File: config.mk
export PLATFORM = sky130hd
export DESIGN_NAME = pq_reg_array
export DESIGN_NICKNAME = d
export VERILOG_FILES = /design/src/rtl/pq_pkg.sv /design/src/rtl/pq_ra_cell.sv /design/src/rtl/pq_reg_array.sv
export SDC_FILE = /design/constraint.sdc
export NUM_CORES = 1
export LEC_CHECK = 0
export ABC_CLOCK_PERIOD_IN_PS = 6520
export BUFFER_PORTS_ARGS = -buffer_cell sky130_fd_sc_hd__buf_2
export CAP_MARGIN = 10
export CORE_ASPECT_RATIO = 0.5
export CORE_MARGIN = 2
export CORE_UTILIZATION = 57
export CTS_CLUSTER_DIAMETER = 30
export DETAILED_ROUTE_END_ITERATION = 7
export PLACE_DENSITY = 0.73
export SYNTH_ARGS = -nofsm -noshare
export SYNTH_HDL_FRONTEND = slang
export SYNTH_SLANG_ARGS = --single-unit
File: constraint.sdc
create_clock -name clk -period 6.52 [get_ports clk]
set_clock_uncertainty 0.1 [all_clocks]
set_input_delay 0.978 -clock clk [delete_from_list [all_inputs] [get_ports clk]]
set_output_delay 0.978 -clock clk [all_outputs]
set_load 0.01 [all_outputs]
File: src/rtl/pq_pkg.sv
// Shared types and constants for the register-array priority queue.
package pq_pkg;
  localparam int KEY_W = 8;
  localparam int VAL_W = 8;

  typedef struct packed {
    logic [KEY_W-1:0] key;
    logic [VAL_W-1:0] value;
  } kv_t;

  localparam kv_t KV_EMPTY = kv_t'(16'hFFFF);

  typedef enum logic {IDLE, ACCEPT} pq_state_t;

  // Per-slot next-value source: left = toward head (i-1), right = toward tail (i+1).
  typedef enum logic [1:0] {SEL_HOLD, SEL_LEFT, SEL_RIGHT, SEL_KVI} cell_sel_t;
endpackage

File: src/rtl/pq_ra_cell.sv
// One queue slot: stored entry, valid bit, key compare and next-value mux.
module pq_ra_cell
  import pq_pkg::*;
(
  input  logic      clk,
  input  logic      rst,
  input  cell_sel_t sel,
  input  kv_t       kvi,
  input  kv_t       left_kv,
  input  logic      left_valid,
  input  kv_t       right_kv,
  input  logic      right_valid,
  output kv_t       kv,
  output logic      valid,
  output logic      gt
);
  // Empty slots behave as +infinity so the insert point is always found.
  assign gt = !valid || (kv.key > kvi.key);

  always_ff @(posedge clk) begin
    if (rst) begin
      kv    <= KV_EMPTY;
      valid <= 1'b0;
    end else begin
      unique case (sel)
        SEL_LEFT: begin
          kv    <= left_kv;
          valid <= left_valid;
        end
        SEL_RIGHT: begin
          kv    <= right_kv;
          valid <= right_valid;
        end
        SEL_KVI: begin
          kv    <= kvi;
          valid <= 1'b1;
        end
        default: ;
      endcase
    end
  end
endmodule

File: src/rtl/pq_reg_array.sv
// Sorted register-array min-priority queue with two-cycle accept/commit.
// Optional sticky illegal-request flag enabled by defining PQ_ERR_EN.
module pq_reg_array
  import pq_pkg::*;
#(
  parameter int DEPTH = 16
) (
  input  logic clk,
  input  logic rst,
  input  logic replace,
  input  logic deq,
  input  kv_t  kvi,
  output kv_t  kvo,
  output logic full,
  output logic empty,
  output logic busy
`ifdef PQ_ERR_EN
  ,
  output logic err
`endif
);
  localparam int CNT_W = $clog2(DEPTH + 1);

  pq_state_t        state, state_nxt;
  logic             op_ins, op_deq;
  kv_t              op_kv;
  logic [CNT_W-1:0] count, count_nxt;
  logic             sample_ins, sample_deq, take;
  logic [CNT_W-1:0] ins_pos, rep_pos;

  kv_t              slot_kv    [DEPTH];
  logic [DEPTH-1:0] slot_valid;
  logic [DEPTH-1:0] slot_gt;
  cell_sel_t        slot_sel   [DEPTH];

  always_comb begin
    // Replace+deq on an empty queue degrades to a plain insert.
    sample_ins = replace && (deq || !full);
    sample_deq = deq && !empty;
    take       = (state == IDLE) && (sample_ins || sample_deq);
    state_nxt  = state;
    unique case (state)
      IDLE:    if (take) state_nxt = ACCEPT;
      ACCEPT:  state_nxt = IDLE;
      default: state_nxt = IDLE;
    endcase
  end

  always_comb begin
    ins_pos = CNT_W'(DEPTH);
    rep_pos = CNT_W'(DEPTH);
    for (int i = DEPTH - 1; i >= 0; i--) if (slot_gt[i]) ins_pos = CNT_W'(i);
    // For true replace the head leaves, so only slots 1.. are candidates.
    for (int i = DEPTH - 1; i >= 1; i--) if (slot_gt[i]) rep_pos = CNT_W'(i);
    for (int i = 0; i < DEPTH; i++) begin
      slot_sel[i] = SEL_HOLD;
      if (state == ACCEPT) begin
        if (op_ins && op_deq) begin
          if (i < int'(rep_pos) - 1)       slot_sel[i] = SEL_RIGHT;
          else if (i == int'(rep_pos) - 1) slot_sel[i] = SEL_KVI;
        end else if (op_ins) begin
          if (i == int'(ins_pos))     slot_sel[i] = SEL_KVI;
          else if (i > int'(ins_pos)) slot_sel[i] = SEL_LEFT;
        end else if (op_deq) begin
          slot_sel[i] = SEL_RIGHT;
        end
      end
    end
  end

  always_comb begin
    count_nxt = count;
    if (op_ins && !op_deq)      count_nxt = count + 1'b1;
    else if (op_deq && !op_ins) count_nxt = count - 1'b1;
  end

  always_ff @(posedge clk) begin
    if (rst) begin
      state  <= IDLE;
      op_ins <= 1'b0;
      op_deq <= 1'b0;
      op_kv  <= KV_EMPTY;
      count  <= '0;
      full   <= 1'b0;
      empty  <= 1'b1;
    end else begin
      state <= state_nxt;
      if (take) begin
        op_ins <= sample_ins;
        op_deq <= sample_deq;
        op_kv  <= kvi;
      end
      if (state == ACCEPT) begin
        count <= count_nxt;
        full  <= (count_nxt == CNT_W'(DEPTH));
        empty <= (count_nxt == '0);
      end
    end
  end

  assign busy = (state == ACCEPT);
  assign kvo  = slot_kv[0];

`ifdef PQ_ERR_EN
  logic illegal;
  assign illegal = (state == IDLE) &&
                   ((replace && !deq && full) || (deq && !replace && empty));

  always_ff @(posedge clk) begin
    if (rst)          err <= 1'b0;
    else if (illegal) err <= 1'b1;
  end
`endif

  for (genvar g = 0; g < DEPTH; g++) begin : g_cell
    kv_t  l_kv, r_kv;
    logic l_v, r_v;
    if (g == 0) begin : g_head
      assign l_kv = KV_EMPTY;
      assign l_v  = 1'b0;
    end else begin : g_mid_l
      assign l_kv = slot_kv[g-1];
      assign l_v  = slot_valid[g-1];
    end
    if (g == DEPTH - 1) begin : g_tail
      assign r_kv = KV_EMPTY;
      assign r_v  = 1'b0;
    end else begin : g_mid_r
      assign r_kv = slot_kv[g+1];
      assign r_v  = slot_valid[g+1];
    end

    pq_ra_cell u_cell (
      .clk         (clk),
      .rst         (rst),
      .sel         (slot_sel[g]),
      .kvi         (op_kv),
      .left_kv     (l_kv),
      .left_valid  (l_v),
      .right_kv    (r_kv),
      .right_valid (r_v),
      .kv          (slot_kv[g]),
      .valid       (slot_valid[g]),
      .gt          (slot_gt[g])
    );
  end
endmodule
## Word-level counts from Yosys, hierarchy flattened

Cells that the tools add are included.

- Bits of input ports: 20
- Output and inout port bits: 19
- Flip-flop bits (word level): 298
- Word-level logic and storage cells: 413

- Add/sub/neg operators: 3
- Order comparisons: 47
- Reduce and logical (&&, ||, !) cells: 63
- Bitwise operators: 1
- Equality and inequality tests: 79
- Mux-type cells: 164

Operators with widths:

| operator | count |
|---|---|
| case mux 16 bit (3 select lines) | 16 |
| 2-to-1 mux 2 bit | 97 |
| greater-than comparator 8 bit | 16 |
| 2-to-1 mux 5 bit | 18 |
| equality test 2 bit (second input constant) | 32 |
| equality test 5 x 6 -> 1 bit (first input constant) | 8 |
| less-than comparator 5 x 6 -> 1 bit (first input constant) | 8 |
| case mux 1 bit (3 select lines) | 16 |
| nonzero test 3 bit | 16 |
| equality test 5 bit (first input constant) | 8 |
| greater-than comparator 4 x 5 -> 1 bit (first input constant) | 8 |
| equality test 2 x 1 -> 1 bit (second input constant) | 16 |
| logical NOT 32 bit | 1 |
| equality test 4 x 6 -> 1 bit (first input constant) | 4 |
| less-than comparator 4 x 6 -> 1 bit (first input constant) | 4 |
| equality test 4 x 5 -> 1 bit (first input constant) | 4 |
| greater-than comparator 3 x 5 -> 1 bit (first input constant) | 4 |
| logical NOT 1 bit | 20 |
| logical OR 1 bit | 18 |
| 2-to-1 mux 1 bit | 16 |
| equality test 3 x 6 -> 1 bit (first input constant) | 2 |
| less-than comparator 3 x 6 -> 1 bit (first input constant) | 2 |
| equality test 3 x 5 -> 1 bit (first input constant) | 2 |
| greater-than comparator 2 x 5 -> 1 bit (first input constant) | 2 |
| other kinds (13) | 19 |

## Logic depth before layout (Yosys ltp)

- Word-level depth: 26
- Gate-level depth with buffers: 24
- Depth with buffers taken out: 20

## Hierarchy

A second synthesis with hierarchy kept.

- Cell total of the unflattened synthesis: 1694
- Area total of the unflattened synthesis: 20156.8 µm²

Modules (own cells, without submodules):

| module | instances | area each (µm²) | seq. area each (µm²) | cells an instance |
|---|---|---|---|---|
| pq_ra_cell | 16 | 1112.3 | 340.3 | 87 |
| pq_reg_array | 1 | 2359.8 | 520.5 | 302 |

## Worst setup path after synthesis

Ideal clock, no wire load.

- Kind: register to register
- Start point: reg op_kv[11] in the netlist's numbering
- End point: reg g_cell[12].u_cell.kv[0] in the netlist's numbering
- Library setup time: 0.061 ns
- Slack: 1.253 ns
- Period minus slack after synthesis: 5.267 ns
- Data required time: 6.359 ns
- Arrival: 5.106 ns
- Buffers on the path: 2
- Stages on the path, launching flop included: 22
- Cell sequence: dfxtp_1 -> inv_1 -> ha_1 -> and3_1 -> a221o_1 -> a32oi_1 -> a21bo_2 -> o211ai_1 -> a21oi_1 -> nor2_1 -> inv_1 -> ha_1 -> clkbuf_1 -> nor4_1 -> a32o_1 -> o21ai_1 -> o31ai_2 -> o21ai_4 -> a32oi_4 -> buf_6 -> mux2_1 -> nand2_1

- Cells in the longest elaborated chain, start to end: 26
- Elaborated cells on any way between the ends: 65
- Classes of those cells: 1 x add/sub; 18 x order compare; 5 x eq/ne; 24 x mux; 17 x reduce/logical

RTL lines:

| what | line | source |
|---|---|---|
| start, declared | pq_reg_array.sv:26 | `kv_t op_kv;` |
| start signal, assigned | pq_reg_array.sv:91 | `op_kv <= kvi;` |
| branches (longest 22 deep; another with greater-than comparator 8 bit) | n/a |  |
| 2-to-1 mux 2 bit * | pq_reg_array.sv:58 | `if (op_ins && op_deq) begin` |
| 2-to-1 mux 2 bit * | pq_reg_array.sv:57 | `if (state == ACCEPT) begin` |
| equality test 2 bit / equality test 2 x 1 -> 1 bit (equally long branches) | pq_ra_cell.sv:25 | `unique case (sel)` |
| case mux 16 bit (3 select lines) / nonzero test 3 bit (equally long branches) | n/a |  |
| end signal, assigned | pq_ra_cell.sv:27 | `kv <= left_kv;` |
| end signal, assigned | pq_ra_cell.sv:31 | `kv <= right_kv;` |
| end signal, assigned | pq_ra_cell.sv:35 | `kv <= kvi;` |
| end, declared | pq_ra_cell.sv:13 | `output kv_t kv,` |

Mark *: on every way between the ends.
A chain may end at the register's enable or synchronous reset.

## Worst setup path in the final report

- Start point: reg op_kv[14] in the netlist's numbering
- End point: reg g_cell[4].u_cell.kv[3] in the netlist's numbering

- Cells in the longest elaborated chain, start to end: 26
- Elaborated cells on any way between the ends: 65
- Classes of those cells: 1 x add/sub; 18 x order compare; 5 x eq/ne; 24 x mux; 17 x reduce/logical

RTL lines:

| what | line |
|---|---|
| branches (longest 22 deep; another with greater-than comparator 8 bit) | n/a |
| 2-to-1 mux 2 bit * | pq_reg_array.sv:58 |
| 2-to-1 mux 2 bit * | pq_reg_array.sv:57 |
| equality test 2 bit / equality test 2 x 1 -> 1 bit (equally long branches) | pq_ra_cell.sv:25 |
| case mux 16 bit (3 select lines) / nonzero test 3 bit (equally long branches) | n/a |
| end signal, assigned | pq_ra_cell.sv:27 |
| end signal, assigned | pq_ra_cell.sv:31 |
| end signal, assigned | pq_ra_cell.sv:35 |
| end, declared | pq_ra_cell.sv:13 |

Marked as above.

==> summary.md <==
| Metric | Value |
|---|---|
| R2r startpoint | op_kv[14] |
| Switching Share | 28.4% |
| Global-route wire length before repair | 98800 um |
| Power Density | 235 nW/um^2 |
| Worst-path clk slew | 60 ps |
| Synth Net Count | 2283 |
| Clk_lat worst skew | 570 ps |
| Final period utilization | 94.1% |
| DPL Wire Length | 44300 um |
| Comb pwr share | 12.9% |
| Cells after synthesis | 2129 |
| DP Area | 19300 um^2 |
| Setup TNS | 0 ps |
| Worst Hold Class | reg -> reg |
| Commonest cells after routing, fill and taps aside | 305 x nand2_1, 298 x dfxtp_1, 268 x mux2i_1 |
| CP Data Required Time | 6810 ps |
| Syn_area_per_cell | 8.85 um^2 |
| WL/cell | 24.8 um |
| Post-DRT Antenna Nets | 0 |
| Max_slew headroom | 22.9% |
| Reg2reg setup slack | 390 ps |
| Outcome | complete, no violations |
| DRT Pass-1 Iters | 8 |
| Critical-path top delay cell | nor2_2 |
| P_sw | 1.39 mW |
| Worst Setup SP | op_kv[14] |
| Vias | 17444 |
| Maxcap violations | 0 |
| Post-synth EDFFs | 0 |
| GRT Resource Usage Total | 36.5% |
| FFs w/ async S/R, synth | 0% |
| Slew @ Worst Pin | 1160 ps |
| Final nets | 2264 |
| LEAKAGE | 8.73 nW |
| Core ar. | 32800 um^2 |
| Seq/Total Area, Yosys | 31.7% |
| Initial core utilization | 57.4% |
| CP Capture Point | g_cell[4].u_cell.kv[3] |
| Final-report hold violation count | 0 |
| Final min period | 6130 ps |
| R2R depth | 20 |
| Kind of critical path | reg -> reg |
| Post-synthesis cell type count | 95 |
| Critical-path cell list | inv_1, buf_4, ha_1, a21o_1, a211oi_2, a21oi_1, a211o_1, a211oi_2, o22a_1, a21oi_2, ha_1, inv_1, a31oi_1, a31o_2, nor2_1, a31oi_1, o22ai_1, a21oi_2, nor2_2, a32oi_1 |
| Grt total ovfl | 0 |
| CTS sink count | 298 |
| Synth Cell Area | 18800 um^2 |
| Worst hold slack | 398 ps |
| Crit path launch type | register |
| Largest net degree at the start of global routing | 68 |
| Most used flip-flop cell after synthesis | dfxtp_1 |
| RSZ-0062 raised after global routing | false |
| Final Slew Violations | 0 |
| Die height | 133 um |
| Reg power frac | 38.9% |
| Clock root cell | clkbuf_16 |
| Crit path capture type | register |
| Most common cell after layout, fill and taps aside | nand2_1 |
| Yosys warnings | 0 |
| RD Place Congestion | 1.05 |
| Hold Buf Count CTS | 0 |
| Layout cell share with drive strength beyond 1 | 11.5% |
| # setup viols final | 0 |
| Buffers on Ports | 38 |
| DIE AREA | 34600 um^2 |
| RR Endpoint | g_cell[4].u_cell.kv[3] |
| CTS Buf Count | 42 |
| Diodes inserted | 0 |
| Power Total | 4.88 mW |
| CTS tree | built |
| Cell Rows | 47 |
| # DRC | 0 |
| Antenna violations before repair | 0 |
| Clk pwr share | 48.2% |
| # IOs | 39 |
| Int Power | 3.49 mW |
| Critical path's largest stage delay | 570 ps |
| Detailed Route Iter0 Violations | 2109 |
| Fin area | 20800 um^2 |
| Die width | 261 um |
| FMAX | 0.163 GHz |
| Vias in the first global route | 16548 |
| Final Non-Filler Cells | 2583 |
| Crit Path Max Fanout | 20 |
| Cells after DPL | 2506 |
| IR drop worst, VDD | 0.161 mV |
| Vias/cell | 6.75 |
| H-tree levels | 2 |
| Post-Route WL | 64100 um |
| # resized after CTS | 0 |
| Synth Register Bits | 298 |
| Post-CTS setup-driven buffer insertion count | 0 |
| Crit path DAT | 6430 ps |
| Synth-to-layout area growth | 10.2% |
| Max Root-Sink Buffers | 3 |
-- final cells by class --
class,instances,area [um^2]
Inverter,52,195
Multi-Input combinational cell,1615,11900
Clock inverter,25,292
Sequential cell,298,5970
Tap cell,441,552
Clock buffer,51,1130
Timing Repair Buffer,101,701
Fill cell,2845,12100
-- power by group through the flow --
stage	logic, mW	clock network [mW]	registers, mW
floorplan	0.421	0	1.92
global placement	0.595	0	1.94
detailed placement	0.607	0	1.94
CTS	0.612	2.35	1.90
global route	0.680	2.43	1.90
finish	0.628	2.35	1.90
-- metal layers --
| layer | track usage (%) | routed length (um) |
|---|---|---|
| met5 | 0 | 0 |
| met3 | 8.56 | 6470 |
| met1 | 53.0 | 28900 |
| met2 | 53.0 | 26600 |
| met4 | 12.2 | 2150 |
-- how the worst min path moves through the flow --
stage               cells after the start  slack [ps]                      end               startpoint
floorplan                               2         360  g_cell[15].u_cell.kv[0]  g_cell[15].u_cell.kv[0]
global placement                        2         380  g_cell[15].u_cell.kv[4]  g_cell[15].u_cell.kv[4]
detailed placement                      2         380  g_cell[15].u_cell.kv[4]  g_cell[15].u_cell.kv[4]
CTS                                     2         400  g_cell[15].u_cell.kv[4]  g_cell[15].u_cell.kv[4]
global route                            1         430  g_cell[14].u_cell.kv[1]  g_cell[14].u_cell.kv[1]
finish                                  2         400  g_cell[15].u_cell.kv[7]  g_cell[15].u_cell.kv[7]
-- critical path: cells and delay by family (launching register included) --
kind | cells | cell delay [ps]
compound gates | 13 | 3490
simple gates | 2 | 870
fa+ha+maj | 2 | 640
buf+inv | 3 | 530
flops | 1 | 310
-- cell usage after synthesis, drive strengths merged, types with 39 or more instances --
cell	number	share of area (%)
ha	134	8.9
buf	72	2.3
nor2	82	1.7
dfxtp	298	32
a21o	39	1.6
nand2	306	6.1
clkbuf	92	1.8
o21ai	76	2.1
a21oi	96	2.8
inv	52	1.0
nand3	50	1.3
a22oi	88	3.5
a32oi	66	3.2
mux2i	268	14
-- per-stage QoR --
step                      util (%)  worst slack (ps)
after detailed placement      58.9               506
after global routing          63.3              74.3
after global placement        58.9               597
after floorplan                  -              1250
final                         63.3               387
after CTS                     63.2               475
-- logic make-up after synthesis --
family                   count (synthesis)  synth area share, %
flip-flops                             298                 31.7
AND/OR/NAND/NOR                        572                 13.9
adder cells (fa/ha/maj)                134                 8.90
buffers and inverters                  216                 5.13
multiplexers                           305                 16.7
AO/OA/AOI/OAI                          594                 23.1
XOR/XNOR                                10                0.505
-- registers in the layout (all words and copies together) (netlist names) --
name,cells
op_deq,1
full,1
g_cell.u_cell.kv,256
g_cell.u_cell.valid,16
op_ins,1
empty,1
op_kv,16
count,5
busy,1
Note: power is estimated with default switching activity, not from simulation.
